===== src/rtl/reset_sequencer.sv =====
// ---------------------------------------------------------------------------
// reset_sequencer
//
// Multi-channel reset synchronizer and ordered release sequencer for one
// clock domain. All channel resets assert asynchronously when w_new_reset
// goes low. After w_new_reset rises, the resets release synchronously to
// clk in channel order (channel 0 first). A programmable stretch comes
// before the first release and a programmable step separates each release
// after that. A synchronous software request re-runs the release sequence.
//
// Parameters:
//   P_NUM_CH  : number of reset channels (1..16)
//   P_NUM_FF  : synchronizer depth (>= 2)
//   P_STRETCH : cycles from synchronized release to channel 0 release (>= 1)
//   P_STEP    : cycles between consecutive channel releases (>= 1)
//   P_OUT_POL : per-channel asserted level (0 = active-low, 1 = active-high)
//
// Ports:
//   clk         : destination-domain clock
//   w_new_reset : asynchronous active-low reset
//   i_sw_reset  : synchronous level-sensitive software reset request
//   o_rst       : per-channel resets, registered, polarity from P_OUT_POL
//   o_rst_done  : registered, high once every channel is released
// ---------------------------------------------------------------------------
module reset_sequencer #(
    parameter int                  P_NUM_CH  = 4,
    parameter int                  P_NUM_FF  = 2,
    parameter int                  P_STRETCH = 16,
    parameter int                  P_STEP    = 8,
    parameter logic [P_NUM_CH-1:0] P_OUT_POL = {P_NUM_CH{1'b0}}
) (
    input  logic                clk,
    input  logic                w_new_reset,
    input  logic                i_sw_reset,
    output logic [P_NUM_CH-1:0] o_rst,
    output logic                o_rst_done
);

    localparam int MAX_CNT = (P_STRETCH > P_STEP) ? P_STRETCH : P_STEP;
    localparam int CNT_W   = $clog2(MAX_CNT + 1);
    localparam int IDX_W   = (P_NUM_CH > 1) ? $clog2(P_NUM_CH) : 1;

    // The counter holds the number of cycles already spent in the current
    // wait, so a wait ends when it has counted one less than its length.
    localparam logic [CNT_W-1:0] STRETCH_LAST = CNT_W'(P_STRETCH - 1);
    localparam logic [CNT_W-1:0] STEP_LAST    = CNT_W'(P_STEP - 1);
    localparam logic [IDX_W-1:0] LAST_CH      = IDX_W'(P_NUM_CH - 1);

    typedef enum logic [1:0] {
        ST_HOLD,
        ST_STRETCH,
        ST_RELEASE,
        ST_DONE
    } state_t;

    logic [P_NUM_FF-1:0] sync_q;
    logic                sync_n;

    state_t              state_q, state_d;
    logic [CNT_W-1:0]    cnt_q, cnt_d;
    logic [IDX_W-1:0]    idx_q, idx_d;
    logic [P_NUM_CH-1:0] rst_q, rst_d;
    logic                done_q, done_d;

    // Reset synchronizer: cleared asynchronously, then fills with ones so
    // that the release of w_new_reset reaches the sequencer only after
    // P_NUM_FF clean clk edges. Software reset deliberately leaves it alone.
    always_ff @(posedge clk or negedge w_new_reset) begin
        if (!w_new_reset) begin
            sync_q <= '0;
        end else begin
            sync_q <= {sync_q[P_NUM_FF-2:0], 1'b1};
        end
    end

    assign sync_n = sync_q[P_NUM_FF-1];

    // Sequencer registers. The channel outputs and the done flag are kept
    // in flops here so nothing combinational ever reaches o_rst.
    always_ff @(posedge clk or negedge w_new_reset) begin
        if (!w_new_reset) begin
            state_q <= ST_HOLD;
            cnt_q   <= '0;
            idx_q   <= '0;
            rst_q   <= P_OUT_POL;
            done_q  <= 1'b0;
        end else begin
            state_q <= state_d;
            cnt_q   <= cnt_d;
            idx_q   <= idx_d;
            rst_q   <= rst_d;
            done_q  <= done_d;
        end
    end

    // Next-state logic. A software request outside HOLD re-asserts every
    // channel and parks the sequencer at the start of the stretch; while
    // the request stays high the counter is pinned at zero, so the stretch
    // is measured from the last edge that saw the request.
    // The edge that first sees sync_n already counts as one stretch cycle,
    // which is why HOLD either releases channel 0 directly (stretch of one)
    // or enters STRETCH with one cycle already counted.
    always_comb begin
        state_d = state_q;
        cnt_d   = cnt_q;
        idx_d   = idx_q;
        rst_d   = rst_q;
        done_d  = done_q;

        if ((state_q != ST_HOLD) && i_sw_reset) begin
            state_d = ST_STRETCH;
            cnt_d   = '0;
            idx_d   = '0;
            rst_d   = P_OUT_POL;
            done_d  = 1'b0;
        end else begin
            case (state_q)
                ST_HOLD: begin
                    if (sync_n) begin
                        if (P_STRETCH == 1) begin
                            state_d  = ST_RELEASE;
                            cnt_d    = '0;
                            idx_d    = '0;
                            rst_d[0] = ~P_OUT_POL[0];
                        end else begin
                            state_d = ST_STRETCH;
                            cnt_d   = CNT_W'(1);
                        end
                    end
                end
                ST_STRETCH: begin
                    if (cnt_q == STRETCH_LAST) begin
                        state_d  = ST_RELEASE;
                        cnt_d    = '0;
                        idx_d    = '0;
                        rst_d[0] = ~P_OUT_POL[0];
                    end else begin
                        cnt_d = cnt_q + CNT_W'(1);
                    end
                end
                ST_RELEASE: begin
                    if (idx_q == LAST_CH) begin
                        state_d = ST_DONE;
                        cnt_d   = '0;
                        done_d  = 1'b1;
                    end else if (cnt_q == STEP_LAST) begin
                        idx_d        = idx_q + IDX_W'(1);
                        cnt_d        = '0;
                        rst_d[idx_d] = ~P_OUT_POL[idx_d];
                    end else begin
                        cnt_d = cnt_q + CNT_W'(1);
                    end
                end
                default: begin
                end
            endcase
        end
    end

    assign o_rst      = rst_q;
    assign o_rst_done = done_q;

endmodule


===== config.mk =====
export PLATFORM = sky130hd
export DESIGN_NAME = reset_sequencer
export DESIGN_NICKNAME = d
export VERILOG_FILES = /design/src/rtl/reset_sequencer.sv
export SDC_FILE = /design/constraint.sdc
export NUM_CORES = 1
export LEC_CHECK = 0
export CAP_MARGIN = 40
export CORE_ASPECT_RATIO = 0.8
export CORE_MARGIN = 4
export CORE_UTILIZATION = 60
export CTS_BUF_LIST = sky130_fd_sc_hd__clkbuf_16
export CTS_CLUSTER_DIAMETER = 40
export DETAILED_ROUTE_END_ITERATION = 6
export PLACE_DENSITY = 0.8
export SLEW_MARGIN = 20
export SYNTH_ARGS = -nofsm -noshare
export SYNTH_HDL_FRONTEND = slang
export SYNTH_SLANG_ARGS = --single-unit

===== constraint.sdc =====
create_clock -name clk -period 3.05 [get_ports clk]
set_clock_uncertainty 0.2 [all_clocks]
set_input_delay 0.4575 -clock clk [delete_from_list [all_inputs] [get_ports clk]]
set_output_delay 0.4575 -clock clk [all_outputs]
set_load 0.005 [all_outputs]

# After elaboration in Yosys (flattened, before gate mapping)
# Index checks and enable logic that the tools add are counted.
[op_classes]
addsub = 2
muxes = 30
bitwise = 1
n_reduce_logical = 14
eq_ne = 11
order_cmp = 2
[op_table]
columns = ["cell", "count"]
rows = [
  ["5-bit two-way mux", 5],
  ["2-bit two-way mux", 8],
  ["3-bit != test (second input constant)", 5],
  ["5-bit one-hot mux with 3 select lines", 1],
  ["4-bit two-way mux", 3],
  ["4-bit AND reduction", 2],
  ["2-bit nonzero test", 4],
  ["1-bit two-way mux", 6],
  ["2-bit one-hot mux with 3 select lines", 1],
  ["5-bit by 1-bit adder with 5-bit output (second input constant)", 1],
  ["5-bit by 3-bit == test with 1-bit output (second input constant)", 1],
  ["5-bit by 4-bit == test with 1-bit output (second input constant)", 1],
  ["4-bit bitwise mux", 1],
  ["2-bit == test (second input constant)", 2],
  ["2-bit one-hot mux with 2 select lines", 1],
  ["2-bit AND reduction", 2],
  ["4-bit nonzero test", 1],
  ["2-bit by 3-bit < comparator with 1-bit output (second input constant)", 1],
  ["3-bit two-way mux", 1],
  ["3-bit AND reduction", 1],
  ["3-bit nonzero test", 1],
  ["2-bit by 1-bit adder with 2-bit output (second input constant)", 1],
  ["1-bit binary-select mux with 2-bit select", 1],
  ["1-bit demux with 2-bit select", 1],
  ["7 further kinds", 8],
]
[totals]
wordCells = 67
regBits = 16
out_inout_bits = 5
input_bits = 3

# Logic depth before layout (Yosys ltp)
[depth]
depth_word = 10
ltp_mapped = 8

# Worst setup path after synthesis
# OpenSTA, ideal clock, no wires.
[synth_path]
path_kind = "register to register"
startpoint = "register cnt_q[0]"
endpoint = "register state_q[0]"
n_path_buf = 0
path_slack_ns = 1.095
path_stages_with_launch = 9
arrival_ns = 1.635
cell_sequence = "dfrtp_1 ha_1 nand3_1 inv_1 ha_1 and2b_1 nor2_1 o21ba_2 o22a_2"
[synth_between]
elab_chain_cells = 3
[synth_lines]
columns = ["item", "line_no", "source"]
rows = [
  ["from (decl)", "60", "logic [CNT_W-1:0] cnt_q, cnt_d;"],
  ["from (signal assigned)", "89", "cnt_q <= cnt_d;"],
  ["5-bit by 4-bit == test with 1-bit output", "132", "if (cnt_q == STRETCH_LAST) begin"],
  ["3-bit != test (no source line)", "--", ""],
  ["4-bit AND reduction (no source line)", "--", ""],
  ["to (signal assigned)", "88", "state_q <= state_d;"],
  ["to (decl)", "59", "state_t state_q, state_d;"],
]
# No other way between the ends.
# A chain may end at the register's enable or synchronous reset.

# Final worst setup path
[layout_path]
startpoint = "input port i_sw_reset"
endpoint = "register state_q[0]"
[layout_between]
elab_chain_cells = 3
word_cells_on_any_way = 7
[layout_lines]
columns = ["item", "line_no", "source"]
rows = [
  ["from (decl)", "34", "input logic i_sw_reset,"],
  ["1-bit logical AND (*)", "110", "if ((state_q != ST_HOLD) && i_sw_reset) begin"],
  ["3-bit != test (no source line) / 4-bit nonzero test (equally long branches)", "--", ""],
  ["4-bit AND reduction (no source line)", "--", ""],
]
# Mark *: on every way between the ends. The rest lies on a longest branch, timed or not.

==> metrics.log <==
INFO  metric synth_nets = 107
INFO  metric syn_inst = 93
INFO  metric ys_ff_latch = 16
INFO  metric numPortBuffers = 7
INFO  metric setup_viol = 0
INFO  metric crit_path_start_kind = primary input
INFO  metric routed_wire_length_per_instance = 15.3 um
INFO  metric hold_slack = 0.146 ns
INFO  metric h-tree-depth = 1
INFO  metric slew_violations = 0
INFO  metric worst-endpoint-arrival = 2.06 ns
INFO  metric die_h = 44.2 um
INFO  metric syn-mean-instance-area = 10.6 um2
INFO  metric p_per_area = 730 nW/um2
INFO  metric synth.yosys.seq_area_share = 40.8%
INFO  metric crit_path_max_fanout = 11
INFO  metric tritoncts_clock_tree = built
INFO  metric die_area = 2350 um2
INFO  metric max_cap_violations = 0
INFO  metric place_hpwl = 1270 um
INFO  metric gp_routability_congestion = 0.834
INFO  metric timing.setup.tns = 0 ns
INFO  metric max_slew_margin = 52.2%
INFO  metric ratio_of_cells_with_drive_above_1_in_the_final_layout = 13.9%
INFO  metric leakagePower = 0.533 nW
INFO  metric post_synth_num_cell_types = 34
INFO  metric fin_util = 77.1%
INFO  metric synth_warnings = 0
INFO  metric iteration_0_drc_markers = 28
INFO  metric rsz0062_at_grt = false
INFO  metric floorplan.core_area = 1470 um2
INFO  metric insertion_delay = 0.24 ns
INFO  metric antenna_found_initial = 0
INFO  metric grt_usage = 18.4%
INFO  metric root_buffer = sky130_fd_sc_hd__clkbuf_16
INFO  metric antenna_cells = 0
INFO  metric floorplan.rows = 12
INFO  metric num_ports = 8
INFO  metric cp.required = 2.98 ns
INFO  metric tightestPinTransition = 0.716 ns
INFO  metric antenna_left = 0
INFO  metric first_pass_grt_wire_length = 3150 um
INFO  metric syn_area = 982 um2
INFO  metric cts_hold_buffers = 0
INFO  metric floorplan.initialDensity = 66.8%
INFO  metric fmaxAchievable = 468 MHz
INFO  metric route.detailed.drc = 0
INFO  metric result_of_the_run = completed
INFO  metric tritoncts.num_buffers = 3
INFO  metric layout_worst_path_cycle_share = 70.0%
INFO  metric cts_buffer_depth = 2
INFO  metric crit_path_end_kind = flop
INFO  metric chipWidth = 53.2 um
INFO  metric hold_class = reg -> reg
INFO  metric grt.overflow.total = 0
INFO  metric crit_type = in -> reg
INFO  metric resize_count_post_cts = 0
INFO  metric route.final.wire_length = 1870 um
INFO  metric fin_crit = 2.14 ns
INFO  metric area_delta_synth_final = 15.5%
INFO  metric num-nets-final = 117
INFO  metric report.final.hold_viol_count = 0
INFO  metric worst_setup_hold_path_clk_slew = 0.05 ns
INFO  metric post_cts_buffers = 0
INFO  metric grt_start_max_net_pins = 17
INFO  metric routed-via-count = 699
INFO  metric via_count_of_the_first_global_routing_pass = 651
INFO  metric cts_num_sinks = 16
INFO  metric dr_vias_cell = 5.73
INFO  metric firstDrtPassIters = 7
INFO  metric report.power.total = 0.829 mW
INFO  metric ir_drop = 0.661 mV
[power by group]
group,internal (mW),switching (mW)
Sequential,0.242,0.0336
Combinational,0.135,0.171
Clock,0.172,0.0753
Total,0.549,0.280
[metrics by stage]
step                worst slack, ns  cell area, um2  std cells
finish                        0.915            1130        122
global route                  0.766            1130        122
CTS                           0.917            1130        122
detailed placement            0.664            1060        119
global placement              0.715            1060        119
floorplan                      1.10             982         93
[critical path, cell delays in order]
cell,delay [ns]
sky130_fd_sc_hd__clkdlybuf4s50_1,0.45
sky130_fd_sc_hd__mux2_4,0.30
sky130_fd_sc_hd__o31ai_4,0.40
sky130_fd_sc_hd__o21ba_2,0.24
sky130_fd_sc_hd__o22a_2,0.22
[final timing paths]
kind                       cells past startpoint    endpoint  slack [ns]        start
setup reg to reg                               8  state_q[0]        0.93     cnt_q[0]
max in group asynchronous                      1    cnt_q[0]        1.75  w_new_reset
hold reg to reg                                0   sync_q[1]        0.15    sync_q[0]
min in group asynchronous                      1    cnt_q[2]        0.44  w_new_reset
setup / recovery                               5  state_q[0]        0.91   i_sw_reset
hold / removal                                 0   sync_q[1]        0.15    sync_q[0]
[synthesized netlist by cell type]
| library cell | count | area share (%) |
|---|---|---|
| sky130_fd_sc_hd__a211o_1 | 1 | 0.89 |
| sky130_fd_sc_hd__a21oi_2 | 1 | 0.89 |
| sky130_fd_sc_hd__a222oi_1 | 1 | 1.0 |
| sky130_fd_sc_hd__a22o_1 | 3 | 2.7 |
| sky130_fd_sc_hd__a22o_2 | 3 | 3.1 |
| sky130_fd_sc_hd__a32oi_1 | 1 | 0.89 |
| sky130_fd_sc_hd__and2_2 | 1 | 0.76 |
| sky130_fd_sc_hd__and2b_1 | 2 | 1.5 |
| sky130_fd_sc_hd__buf_4 | 1 | 0.76 |
| sky130_fd_sc_hd__buf_6 | 1 | 1.1 |
| sky130_fd_sc_hd__conb_1 | 1 | 0.38 |
| sky130_fd_sc_hd__dfrtp_1 | 16 | 41 |
| sky130_fd_sc_hd__ha_1 | 11 | 14 |
| sky130_fd_sc_hd__inv_1 | 8 | 3.1 |
| sky130_fd_sc_hd__mux2_4 | 1 | 1.5 |
| sky130_fd_sc_hd__mux2i_1 | 2 | 2.0 |
| sky130_fd_sc_hd__nand2_1 | 6 | 2.3 |
| sky130_fd_sc_hd__nand2b_1 | 4 | 2.5 |
| sky130_fd_sc_hd__nand2b_2 | 1 | 0.89 |
| sky130_fd_sc_hd__nand3_1 | 4 | 2.0 |
| sky130_fd_sc_hd__nand3b_1 | 1 | 0.76 |
| sky130_fd_sc_hd__nand4bb_1 | 1 | 1.1 |
| sky130_fd_sc_hd__nor2_1 | 5 | 1.9 |
| sky130_fd_sc_hd__nor2b_1 | 1 | 0.64 |
| sky130_fd_sc_hd__nor3_1 | 3 | 1.5 |
| sky130_fd_sc_hd__nor3_2 | 1 | 1.0 |
| sky130_fd_sc_hd__o211ai_1 | 1 | 0.76 |
| sky130_fd_sc_hd__o21ai_0 | 5 | 2.5 |
| sky130_fd_sc_hd__o21ba_2 | 1 | 1.0 |
| sky130_fd_sc_hd__o22a_1 | 1 | 0.89 |
| sky130_fd_sc_hd__o22a_2 | 1 | 1.0 |
| sky130_fd_sc_hd__o22ai_1 | 1 | 0.64 |
| sky130_fd_sc_hd__o31ai_1 | 1 | 0.76 |
| sky130_fd_sc_hd__o31ai_4 | 1 | 2.2 |
[kinds of logic after synthesis]
| logic type | Yosys count | synth area share, % |
|---|---|---|
| compound gates | 22 | 19.2 |
| fa+ha+maj | 11 | 14.0 |
| buf+inv | 10 | 4.97 |
| flops | 16 | 40.8 |
| mux | 3 | 3.57 |
| other cells | 1 | 0.382 |
| simple gates | 30 | 17.1 |
[layout make-up]
cell class                      count  area, um2
Clock buffer                        3       75.1
Fill cell                         105        337
Inverter                            8       30.0
Multi-Input combinational cell     67        533
Sequential cell                    16        400
Tap cell                           21       26.3
Timing Repair Buffer                7       70.1
[layout by cell type, fill, tap and decap left out, types with 2 or more instances in the layout]
master	netlist	layout
sky130_fd_sc_hd__nand3_1	4	4
sky130_fd_sc_hd__and2b_1	2	2
sky130_fd_sc_hd__clkbuf_16	0	3
sky130_fd_sc_hd__dfrtp_1	16	16
sky130_fd_sc_hd__clkdlybuf4s50_1	0	7
sky130_fd_sc_hd__mux2i_1	2	2
sky130_fd_sc_hd__o21ai_0	5	5
sky130_fd_sc_hd__nor2_1	5	5
sky130_fd_sc_hd__a22o_2	3	3
sky130_fd_sc_hd__inv_1	8	8
sky130_fd_sc_hd__ha_1	11	11
sky130_fd_sc_hd__nand2b_1	4	4
sky130_fd_sc_hd__a22o_1	3	3
sky130_fd_sc_hd__nor3_1	3	3
sky130_fd_sc_hd__nand2_1	6	6
[flip-flops by register name, indices dropped and copies added, names as in the netlist]
name        count
o_rst_done      1
state_q         2
idx_q           2
cnt_q           5
sync_q          2
o_rst           4
[per-layer routing]
layer  up-vias  global-route usage [%]  part of all wire (%)
li1        347                       -                     -
met1       327                    25.3                    48
met2        25                    29.1                    45
met3         0                    6.40                   7.2
met4         0                    1.53                     0
met5         -                       0                     0
(Power assumes the default switching activity.)
